## src/rtl/seq_ctrl_pkg.sv

```systemverilog
// seq_ctrl_pkg: shared types and constants for the datapath sequencer.
// Holds the 3-bit state encoding, the control-word struct/constants and ITER_W.
package seq_ctrl_pkg;

    localparam int ITER_W = 4;

    typedef enum logic [2:0] {
        S_IDLE = 3'd0,
        S_LD_A = 3'd1,
        S_LD_B = 3'd2,
        S_ADD  = 3'd3,
        S_ACC  = 3'd4,
        S_WR   = 3'd5,
        S_DONE = 3'd6
    } state_t;

    typedef struct packed {
        logic       clr;
        logic [1:0] sel;
        logic [2:0] w;
        logic [2:0] s;
        logic [3:0] ce;
    } ctrl_t;

    localparam ctrl_t CW_IDLE = '{clr: 1'b1, sel: 2'd0, w: 3'd0, s: 3'd0, ce: 4'd0};
    localparam ctrl_t CW_LD_A = '{clr: 1'b0, sel: 2'd0, w: 3'd0, s: 3'd2, ce: 4'd1};
    localparam ctrl_t CW_LD_B = '{clr: 1'b0, sel: 2'd0, w: 3'd0, s: 3'd2, ce: 4'd8};
    localparam ctrl_t CW_ADD  = '{clr: 1'b0, sel: 2'd1, w: 3'd0, s: 3'd1, ce: 4'd2};
    localparam ctrl_t CW_ACC  = '{clr: 1'b0, sel: 2'd1, w: 3'd0, s: 3'd1, ce: 4'd8};
    localparam ctrl_t CW_WR   = '{clr: 1'b0, sel: 2'd1, w: 3'd4, s: 3'd1, ce: 4'd4};
    localparam ctrl_t CW_DONE = '{clr: 1'b0, sel: 2'd1, w: 3'd4, s: 3'd1, ce: 4'd0};

endpackage

```

## src/rtl/seq_ctrl_decode.sv

```systemverilog
// seq_ctrl_decode: Moore decode of the sequencer state into the control word.
// Ports: state (in), ctrl {clr,sel,w,s,ce} (out). Unused encodings give CW_IDLE.
module seq_ctrl_decode
    import seq_ctrl_pkg::*;
(
    input  state_t state,
    output ctrl_t  ctrl
);

    always_comb begin
        ctrl = CW_IDLE;
        case (state)
            S_IDLE:  ctrl = CW_IDLE;
            S_LD_A:  ctrl = CW_LD_A;
            S_LD_B:  ctrl = CW_LD_B;
            S_ADD:   ctrl = CW_ADD;
            S_ACC:   ctrl = CW_ACC;
            S_WR:    ctrl = CW_WR;
            S_DONE:  ctrl = CW_DONE;
            default: ctrl = CW_IDLE;
        endcase
    end

endmodule

```

## src/rtl/dp_seq_ctrl.sv

```systemverilog
// dp_seq_ctrl: load/add/accumulate/write sequencer looping iter times per start.
// Ports: clk, rst (async high), start, iter[3:0], abort (only with SEQ_ABORT_EN),
// busy, done, clr, sel[1:0], w[2:0], s[2:0], ce[3:0]. Optional macro: SEQ_ABORT_EN.
module dp_seq_ctrl
    import seq_ctrl_pkg::*;
(
    input  logic              clk,
    input  logic              rst,
    input  logic              start,
    input  logic [ITER_W-1:0] iter,
`ifdef SEQ_ABORT_EN
    input  logic              abort,
`endif
    output logic              busy,
    output logic              done,
    output logic              clr,
    output logic [1:0]        sel,
    output logic [2:0]        w,
    output logic [2:0]        s,
    output logic [3:0]        ce
);

    state_t            state;
    state_t            nxt;
    logic [ITER_W-1:0] cnt;
    logic [ITER_W-1:0] cnt_nxt;
    ctrl_t             cw;

    always_ff @(posedge clk or posedge rst) begin
        if (rst) begin
            state <= S_IDLE;
            cnt   <= '0;
        end else begin
            state <= nxt;
            cnt   <= cnt_nxt;
        end
    end

    always_comb begin
        nxt     = state;
        cnt_nxt = cnt;
        case (state)
            S_IDLE: begin
                if (start) begin
                    nxt     = S_LD_A;
                    cnt_nxt = iter;
                end
            end
            S_LD_A: nxt = S_LD_B;
            S_LD_B: nxt = (cnt == '0) ? S_DONE : S_ADD;
            S_ADD:  nxt = S_ACC;
            S_ACC:  nxt = S_WR;
            S_WR: begin
                nxt = (cnt == ITER_W'(1)) ? S_DONE : S_ADD;
                // Saturate at zero so the count can never wrap.
                if (cnt != '0) begin
                    cnt_nxt = cnt - ITER_W'(1);
                end
            end
            S_DONE: nxt = S_IDLE;
            default: begin
                nxt     = S_IDLE;
                cnt_nxt = '0;
            end
        endcase
`ifdef SEQ_ABORT_EN
        // Abort wins over everything, including a start seen in IDLE.
        if (abort) begin
            nxt     = S_IDLE;
            cnt_nxt = '0;
        end
`endif
    end

    seq_ctrl_decode u_dec (
        .state (state),
        .ctrl  (cw)
    );

    assign clr  = cw.clr;
    assign sel  = cw.sel;
    assign w    = cw.w;
    assign s    = cw.s;
    assign ce   = cw.ce;
    assign busy = (state != S_IDLE);
    assign done = (state == S_DONE);

endmodule
```

## config.mk

```make
export PLATFORM = sky130hd
export DESIGN_NAME = dp_seq_ctrl
export DESIGN_NICKNAME = d
export VERILOG_FILES = /design/src/rtl/seq_ctrl_pkg.sv /design/src/rtl/seq_ctrl_decode.sv /design/src/rtl/dp_seq_ctrl.sv
export SDC_FILE = /design/constraint.sdc
export NUM_CORES = 1
export LEC_CHECK = 0
export CAP_MARGIN = 25
export CORE_MARGIN = 2
export CORE_UTILIZATION = 43
export DETAILED_ROUTE_END_ITERATION = 8
export PLACE_DENSITY = 0.77
export SYNTH_ARGS = -nofsm -noshare
export SYNTH_HDL_FRONTEND = slang
export SYNTH_HIERARCHICAL = 1
export SYNTH_SLANG_ARGS = --single-unit
```

## constraint.sdc

```tcl
create_clock -name clk -period 2.1 [get_ports clk]
set_input_delay 0.63 -clock clk [delete_from_list [all_inputs] [get_ports clk]]
set_output_delay 0.63 -clock clk [all_outputs]
set_load 0.1 [all_outputs]
```

# [Word level (Yosys, flattened, before mapping)]
# Cells that the tools add are included.
[op_classes] n_addsub=1 eq_ne=9 muxes=8 bitwise=1 reduce_logical=6
[op_table] cell="$pmux 13 s6" n=1
[op_table] cell="$pmux 3 s6" n=1
[op_table] cell="$pmux 4 s3" n=1
[op_table] cell="$eq 3x3->1 const B" n=3
[op_table] cell="$mux 3" n=3
[op_table] cell="$mux 4" n=2
[op_table] cell="$eq 3x2->1 const B" n=2
[op_table] cell="$reduce_or 5->1" n=1
[op_table] cell="$eq 4x1->1 const B" n=1
[op_table] cell="$logic_not 4->1" n=1
[op_table] cell="$ne 2x2->1 const B" n=2
[op_table] cell="$reduce_bool 4->1" n=1
[op_table] cell="$sub 4x1->4 const B" n=1
[op_table] cell="$eq 3x1->1 const B" n=1
[op_table] cell="$logic_not 3->1" n=1
[op_table] cell="$reduce_and 3->1" n=1
[op_table] cell="$reduce_bool 3->1" n=1
[op_table] cell="$not 1->1" n=1
[word_totals] register_bits=7 in_bits=7 out_inout_bits=15

# [Logic depth before layout (Yosys ltp)]
# Gate-level depths: netlist of the first run.
[logic_depth] ltp_word=4 mapped_depth=5 mapped_depth_nobuf=5

# [Cells and area by module]
# The synthesis of the first run kept the hierarchy.
[modules_own_cells] module="dp_seq_ctrl" n_inst=1 cells_each=54 area_each_um2=499.2 seq_area_each_um2=175.2
[modules_own_cells] module="seq_ctrl_decode" n_inst=1 cells_each=21 area_each_um2=137.6 seq_area_each_um2=0.0

# [Worst setup path before layout of the first run]
# No wires, ideal clock.
[synth_path] kind="register to output" start="register state[1]" end="output ce[0]" t_arrival_ns=2.776 setup_slack_ns=-1.306 path_stages_with_launch=3 n_path_buf=1 path_cell_list="dfrtp_1 -> buf_6 -> nor3b_1"
[synth_between] elab_chain_len=2 word_cells_on_any_way=7 cone_classes="6 x eq/ne; 1 x mux"
[synth_rtl] element="from (decl)" line_no="dp_seq_ctrl.sv:23" text="state_t state;"
[synth_rtl] element="from (signal assigned)" line_no="dp_seq_ctrl.sv:34" text="state <= nxt;"
[synth_rtl] element="$eq 3x3->1, or another cell as far along" line_no="seq_ctrl_decode.sv:12" text="case (state)"
[synth_rtl] element="$pmux 13 s6 *" line_no="seq_ctrl_decode.sv:12"
[synth_rtl] element="to (decl)" line_no="dp_seq_ctrl.sv:20" text="output logic [3:0] ce"
# Every way passes the cells marked *; elsewhere a longest branch is shown, timed or not.

# [Final worst setup path of the first run]
[layout_path] start="register state[0]" end="output clr"
[layout_between] elab_chain_len=2 word_cells_on_any_way=7 cone_classes="6 x eq/ne; 1 x mux"
[layout_rtl] element="$eq 3x3->1, or another cell as far along" line_no="seq_ctrl_decode.sv:12"
[layout_rtl] element="$pmux 13 s6 *" line_no="seq_ctrl_decode.sv:12"
[layout_rtl] element="to (decl)" line_no="dp_seq_ctrl.sv:16" text="output logic clr,"
# Marked as above.

==> results.json, run 1 <==
{
  "outcome": "finished clean",
  "hold_path_startpoint": "cnt[1]",
  "n_fill_cell": 90,
  "grt_pass1_vias": 557,
  "gr-usage-all-layers": 0.185,
  "die_h_um": 42.5,
  "routabilityCongestion": 0.862,
  "cp_slowest_cell": "dfrtp_2",
  "cts_hold_buffers": 0,
  "wl_per_cell_um": 13.2,
  "die_area_um2": 1800,
  "dr.pass1.iters": 4,
  "initial_core_util": 0.472,
  "drcViolationCount": 0,
  "coreArea_um2": 1350,
  "netlist_instances": 75,
  "dieWidth_um": 42.5,
  "yosysTopAreaCell": "dfrtp_1",
  "fin_tns_setup_ns": 0,
  "critical_path_class": "reg -> out",
  "min_period_ns": 2.05,
  "cts.sinks": 7,
  "ant_nets": 0,
  "setup_ws_ns": 0.0454,
  "cp_cell_sequence": "or3_1, nand2_2, buf_12",
  "finalMaxSlewViolations": 0,
  "pre_cts_ws_ns": 0.108,
  "yosys_warnings": 6,
  "slowest_delay_ns": 0.48,
  "synth_top_area_share": 0.275,
  "cp_max_fo": 11,
  "clock_latency_ns": 0.25,
  "holdPathStages": 1,
  "worst_r2r_path_depth": 5,
  "grt_pass1_wl_um": 2460,
  "crit_required_ns": 1.47,
  "crit_path_start_kind": "flop",
  "setup_violations": 0,
  "synth_area_leaders": "dfrtp_1 (28%), buf_4 (5.9%), xnor2_1 (4.1%)",
  "root_buffer": "clkbuf_4",
  "min_path_type": "reg -> reg",
  "ctsHtreeMaxLevel": 1,
  "synth_enable_flop_cells": 0,
  "area.growth.synth_to_final_pct": 66.2,
  "viasPerCell": 5.49,
  "drtIter0Drc": 8,
  "min_to": "cnt[1]",
  "cp-end-kind": "output pin",
  "synth_cell_types": 36,
  "cts_max_path_buffers": 2,
  "grt_max_degree": 15,
  "clk_pin_slew_ns": 0.05,
  "fin_crit_sh": 0.978,
  "routed_wl_um": 1520,
  "cp.arrival_ns": 1.42,
  "hold_viol_final": 0,
  "rrSetupSlack_ns": 0.23,
  "most-common-layout-cells": "buf_12 (11), buf_4 (11), inv_1 (6), clkdlybuf4s50_1 (6), o21ai_0 (5)",
  "reg2reg_to": "cnt[1]",
  "antenna_cells": 0,
  "ios": 22,
  "synth-async-reset-ratio": 1.00,
  "netlist_area_um2": 637,
  "cts_tree": "done",
  "grt_antenna_before_repair": 0,
  "port_buffers": 17,
  "syn_area_per_cell_um2": 8.49,
  "rsz0062_at_grt": "no",
  "nets": 110,
  "num_vias": 631,
  "synthFlopType": "dfrtp_1",
  "dp_hpwl_um": 1220,
  "synth_seq_cells": 7,
  "drive_gt1_frac": 0.430,
  "numCtsBuffers": 3,
  "r2r-start": "cnt[0]",
  "seq_area_frac_synth": 0.275,
  "final_util": 0.784,
  "rows": 13,
  "overflow": 0,
  "fmax_mhz": 487,
  "fin_skew_ns": 0.00178,
  "drv_cap": 0
}
-- critical path, delay by kind of cell (launching register included) --
| kind | cells | cell delay (ns) |
|---|---|---|
| buffers and inverters | 1 | 0.17 |
| and+or+nand+nor | 2 | 0.51 |
| DFF | 1 | 0.48 |
-- logic make-up after synthesis --
kind of cell | count (synthesis) | share of synthesized area
AOI/OAI and AO/OA | 14 | 0.161
xor gates and xnor gates | 3 | 0.0413
adders and majority gates | 2 | 0.0393
buffers and inverters | 16 | 0.141
DFF | 7 | 0.275
muxes | 1 | 0.0177
other | 1 | 0.00589
and+or+nand+nor | 31 | 0.318
-- layer usage --
layer / up-vias / part of all wire / track usage
li1: 308 / - / -
met1: 293 / 0.44 / 0.232
met2: 26 / 0.48 / 0.292
met3: 4 / 0.052 / 0.0302
met4: 0 / 0.025 / 0.113
met5: - / 0 / 0
-- Yosys cell counts, types with 3 or more instances --
cell type	n
buf_2	3
buf_4	5
dfrtp_1	7
inv_1	6
nand2_1	4
nor2_1	6
nor3b_1	3
o21ai_0	5
xnor2_1	3
-- through the flow --
step | hold WS [ns] | instances | instance area [um^2]
floorplan | 0.433 | 78 | 722
global placement | 0.515 | 108 | 1000
detailed placement | 0.519 | 108 | 1000
CTS | 0.531 | 112 | 1030
global route | 0.559 | 115 | 1060
finish | 0.527 | 115 | 1060
-- registers in the layout (all words and copies together), names as in the netlist --
name / count
cnt: 4
state: 3
-- what timing repair did --
action / CTS / global route
hold endpoints to repair: 0 / 0
cloned: 0 / 0
gates resized for setup: 3 / 1
setup buffers: 0 / 3
setup endpoints to repair: 7 / 2
-- how the worst max path moves through the flow --
stage,from,end,slack (ns),depth (start not counted)
floorplan,state[1],sel[0],-0.11,4
global placement,start,cnt[1],0.14,5
detailed placement,start,cnt[1],0.11,5
CTS,state[1],busy,0.004,4
global route,state[1],clr,0.002,3
finish,state[0],clr,0.05,3
-- final cells by class --
cell class | count | area [um^2] | share of cell area
Multi-Input combinational cell | 55 | 449 | 0.424
Clock buffer | 4 | 26.3 | 0.0248
Tap cell | 15 | 18.8 | 0.0177
Sequential cell | 7 | 179 | 0.169
Inverter | 6 | 22.5 | 0.0213
Timing Repair Buffer | 28 | 363 | 0.343
Power of run 1 is left out: the tool's default activity adds up to more than one toggle a clock period on the data nets, which glitch-free logic cannot reach.
==> run 2: changes to the inputs <==
Settings changed: ABC_AREA set to 1, CORE_UTILIZATION 43 to 44, PLACE_DENSITY 0.77 to 0.78.
==> run 2 against run 1 <==
  * Count of clock-buffer cells in the layout stayed put
  * Global-route usage shrank 1.5 points
  * Critical path depth up 3
  * Register-to-register slack better by 0.41 ns
  * Final cell count is 17% higher
  * Synthesized cell count up 28%
  * Setup slack got worse by 0.023 ns
  * Die area shrank 0.33%
  * Final area decreased by 3.8%
  * Critical path type unchanged
==> results.json, run 2 <==
{
  "numCtsBuffers": 3,
  "min_path_type": "reg -> reg",
  "netlist_instances": 96,
  "dp.cells": 129,
  "routed_wl_um": 1540,
  "crit_path_start_kind": "flop",
  "wl_per_cell_um": 11.4,
  "grt_antenna_before_repair": 0,
  "drive_gt1_frac": 0.317,
  "instances_no_fill": 135,
  "cts.sinks": 7,
  "viasPerCell": 5.10,
  "num_vias": 689,
  "fin_skew_ns": 0.00242,
  "synthFlopType": "dfrtp_1",
  "synth_compound_area_frac": 0.0732,
  "fin_tns_setup_ns": 0,
  "reg2reg_to": "cnt[0]",
  "cp.arrival_ns": 1.45,
  "crit_required_ns": 1.47,
  "nets": 130,
  "wl_met3_um": 115,
  "ios": 22,
  "cp_slowest_cell": "dfrtp_1",
  "routabilityCongestion": 0.798,
  "root_buffer": "clkbuf_4",
  "top_layer_used": "met4",
  "crit_buf_inv": 2,
  "most-common-layout-cells": "nand2_1 (25), inv_1 (14), buf_12 (11)",
  "synth_top_area_share": 0.270,
  "ctsHtreeMaxLevel": 1,
  "dr.pass1.iters": 4,
  "synth_top_family_by_area": "simple AND/OR/NAND/NOR gates",
  "min_period_ns": 2.08,
  "hold_path_startpoint": "cnt[1]",
  "seq_area_frac_synth": 0.270,
  "yosysTopAreaCell": "dfrtp_1",
  "min_to": "cnt[1]",
  "cp_common_cell": "nand2_1",
  "port_buffers": 17,
  "antenna_cells": 0,
  "crit_family": "simple AND/OR/NAND/NOR gates",
  "met2_length_um": 757,
  "drv_cap": 0,
  "hold_viol_final": 0,
  "dieWidth_um": 42.4,
  "holdPathStages": 2,
  "fmax_mhz": 481,
  "met1Wirelength_um": 645,
  "die_area_um2": 1800,
  "clk_pin_slew_ns": 0.05,
  "area.growth.synth_to_final_pct": 56.8,
  "overflow": 0,
  "synth-simple-area-share": 0.428,
  "drcViolationCount": 0,
  "cts_max_path_buffers": 2,
  "setup_violations": 0,
  "synth_area_leaders": "dfrtp_1 (27%), nand2_1 (16%), inv_1 (8.1%)",
  "synth_seq_cells": 7,
  "slowest_delay_ns": 0.42,
  "cp-end-kind": "output pin",
  "dp_hpwl_um": 1230,
  "rrSetupSlack_ns": 0.64,
  "largest_reg_flops": 4,
  "cp.depth": 6,
  "final_common_cell": "nand2_1",
  "netlist_area_um2": 649,
  "grt_max_degree": 11,
  "synth-async-reset-ratio": 1.00,
  "gr-usage-all-layers": 0.170,
  "synth_cell_types": 20,
  "cts_tree": "done",
  "yosysMostFrequentCell": "nand2_1",
  "synth-xor-area-share": 0.0135,
  "placed_cell_area_um2": 967,
  "initial_core_util": 0.487,
  "coreArea_um2": 1330,
  "grt_pass1_wl_um": 2280,
  "worst_r2r_path_depth": 7,
  "synth_commonest_cells": "nand2_1 (28), inv_1 (14), nand3_1 (10)",
  "grt_pass1_vias": 578,
  "clock_latency_ns": 0.25,
  "synth_enable_flop_cells": 0,
  "reg.largest.list": "cnt (4), state (3)",
  "ant_nets": 0,
  "synthAdderAreaFrac": 0.0385,
  "yosys_warnings": 6,
  "fin_area_um2": 1020,
  "critical_path_class": "reg -> out",
  "cts_hold_buffers": 0,
  "cp_max_fo": 5,
  "cp_cell_sequence": "inv_1, nand2_1, nand2_2, nand2_1, nand2_4, buf_12",
  "syn_area_per_cell_um2": 6.76,
  "outcome": "finished clean",
  "drtIter0Drc": 11,
  "rows": 13,
  "finalMaxSlewViolations": 0,
  "r2r-start": "state[0]",
  "fin_crit_sh": 0.989,
  "largest_register": "cnt",
  "die_h_um": 42.4,
  "muxShareOfSynthArea": 0
}
==> run 2: changes by cell type in the layout (fill, tap and decap cells not counted), moves of 3 or more <==
| cell | previous run | this run |
|---|---|---|
| o21ai_1 | 0 | 3 |
| nor2_1 | 3 | 6 |
| nand2_1 | 2 | 25 |
| inv_1 | 6 | 14 |
| nand3_1 | 1 | 10 |
| nor2_4 | 1 | 5 |
| o21ai_0 | 5 | 0 |
| nand2_2 | 1 | 5 |
| buf_4 | 11 | 4 |
==> run 2: kinds of logic (layout without fill, tap and decap cells) <==
kind of cell    after synthesis  after routing
simple gates                 55             55
buf+inv                      21             42
compound gates                9              9
flops                         7              7
fa+ha+maj                     2              2
other cells                   1              4
xor+xnor                      1              1
==> run 2: worst max path at each step <==
stage,from,end,slack [ns]
2_1_floorplan,state[1],ce[0],-0.45
3_3_place_gp,state[2],sel[0],0.33
3_5_place_dp,state[2],s[0],0.29
4_1_cts,state[2],s[0],0.02
5_1_grt,state[1],w[2],-0.05
6_report,state[1],s[0],0.02
==> run 2: cell type report <==
class / count / area (um^2)
repair buffers: 22 / 322
flip-flops and latches: 7 / 176
well taps: 15 / 18.8
inverters: 16 / 73.8
clock buffers: 4 / 26.3
multi-input cells: 71 / 402
fillers: 108 / 315
==> run 2: stage by stage <==
step / util / worst slack (ns) / hold WS (ns)
global placement: 0.725 / 0.330 / 0.484
global route: 0.764 / -0.0486 / 0.536
CTS: 0.745 / 0.0182 / 0.509
detailed placement: 0.725 / 0.293 / 0.497
floorplan: - / -0.454 / 0.433
finish: 0.764 / 0.0228 / 0.515
==> run 2: worst min-delay path: stages, from the launching register on <==
cell	delay, ns
dfrtp_1	0.36
nand2_1	0.06
nand2_1	0.05
==> run 2: metal layers <==
metal	vias to the layer above	GRT usage
li1	336	-
met1	315	0.212
met2	34	0.277
met3	4	0.0259
met4	0	0.0938
met5	-	0
==> run 2: timing repair <==
item,4_1_cts,5_1_grt
endpoints found under the setup margin,0,4
buffers inserted,0,2
gates resized for setup,0,4
Power of run 2 is left out for the same reason.
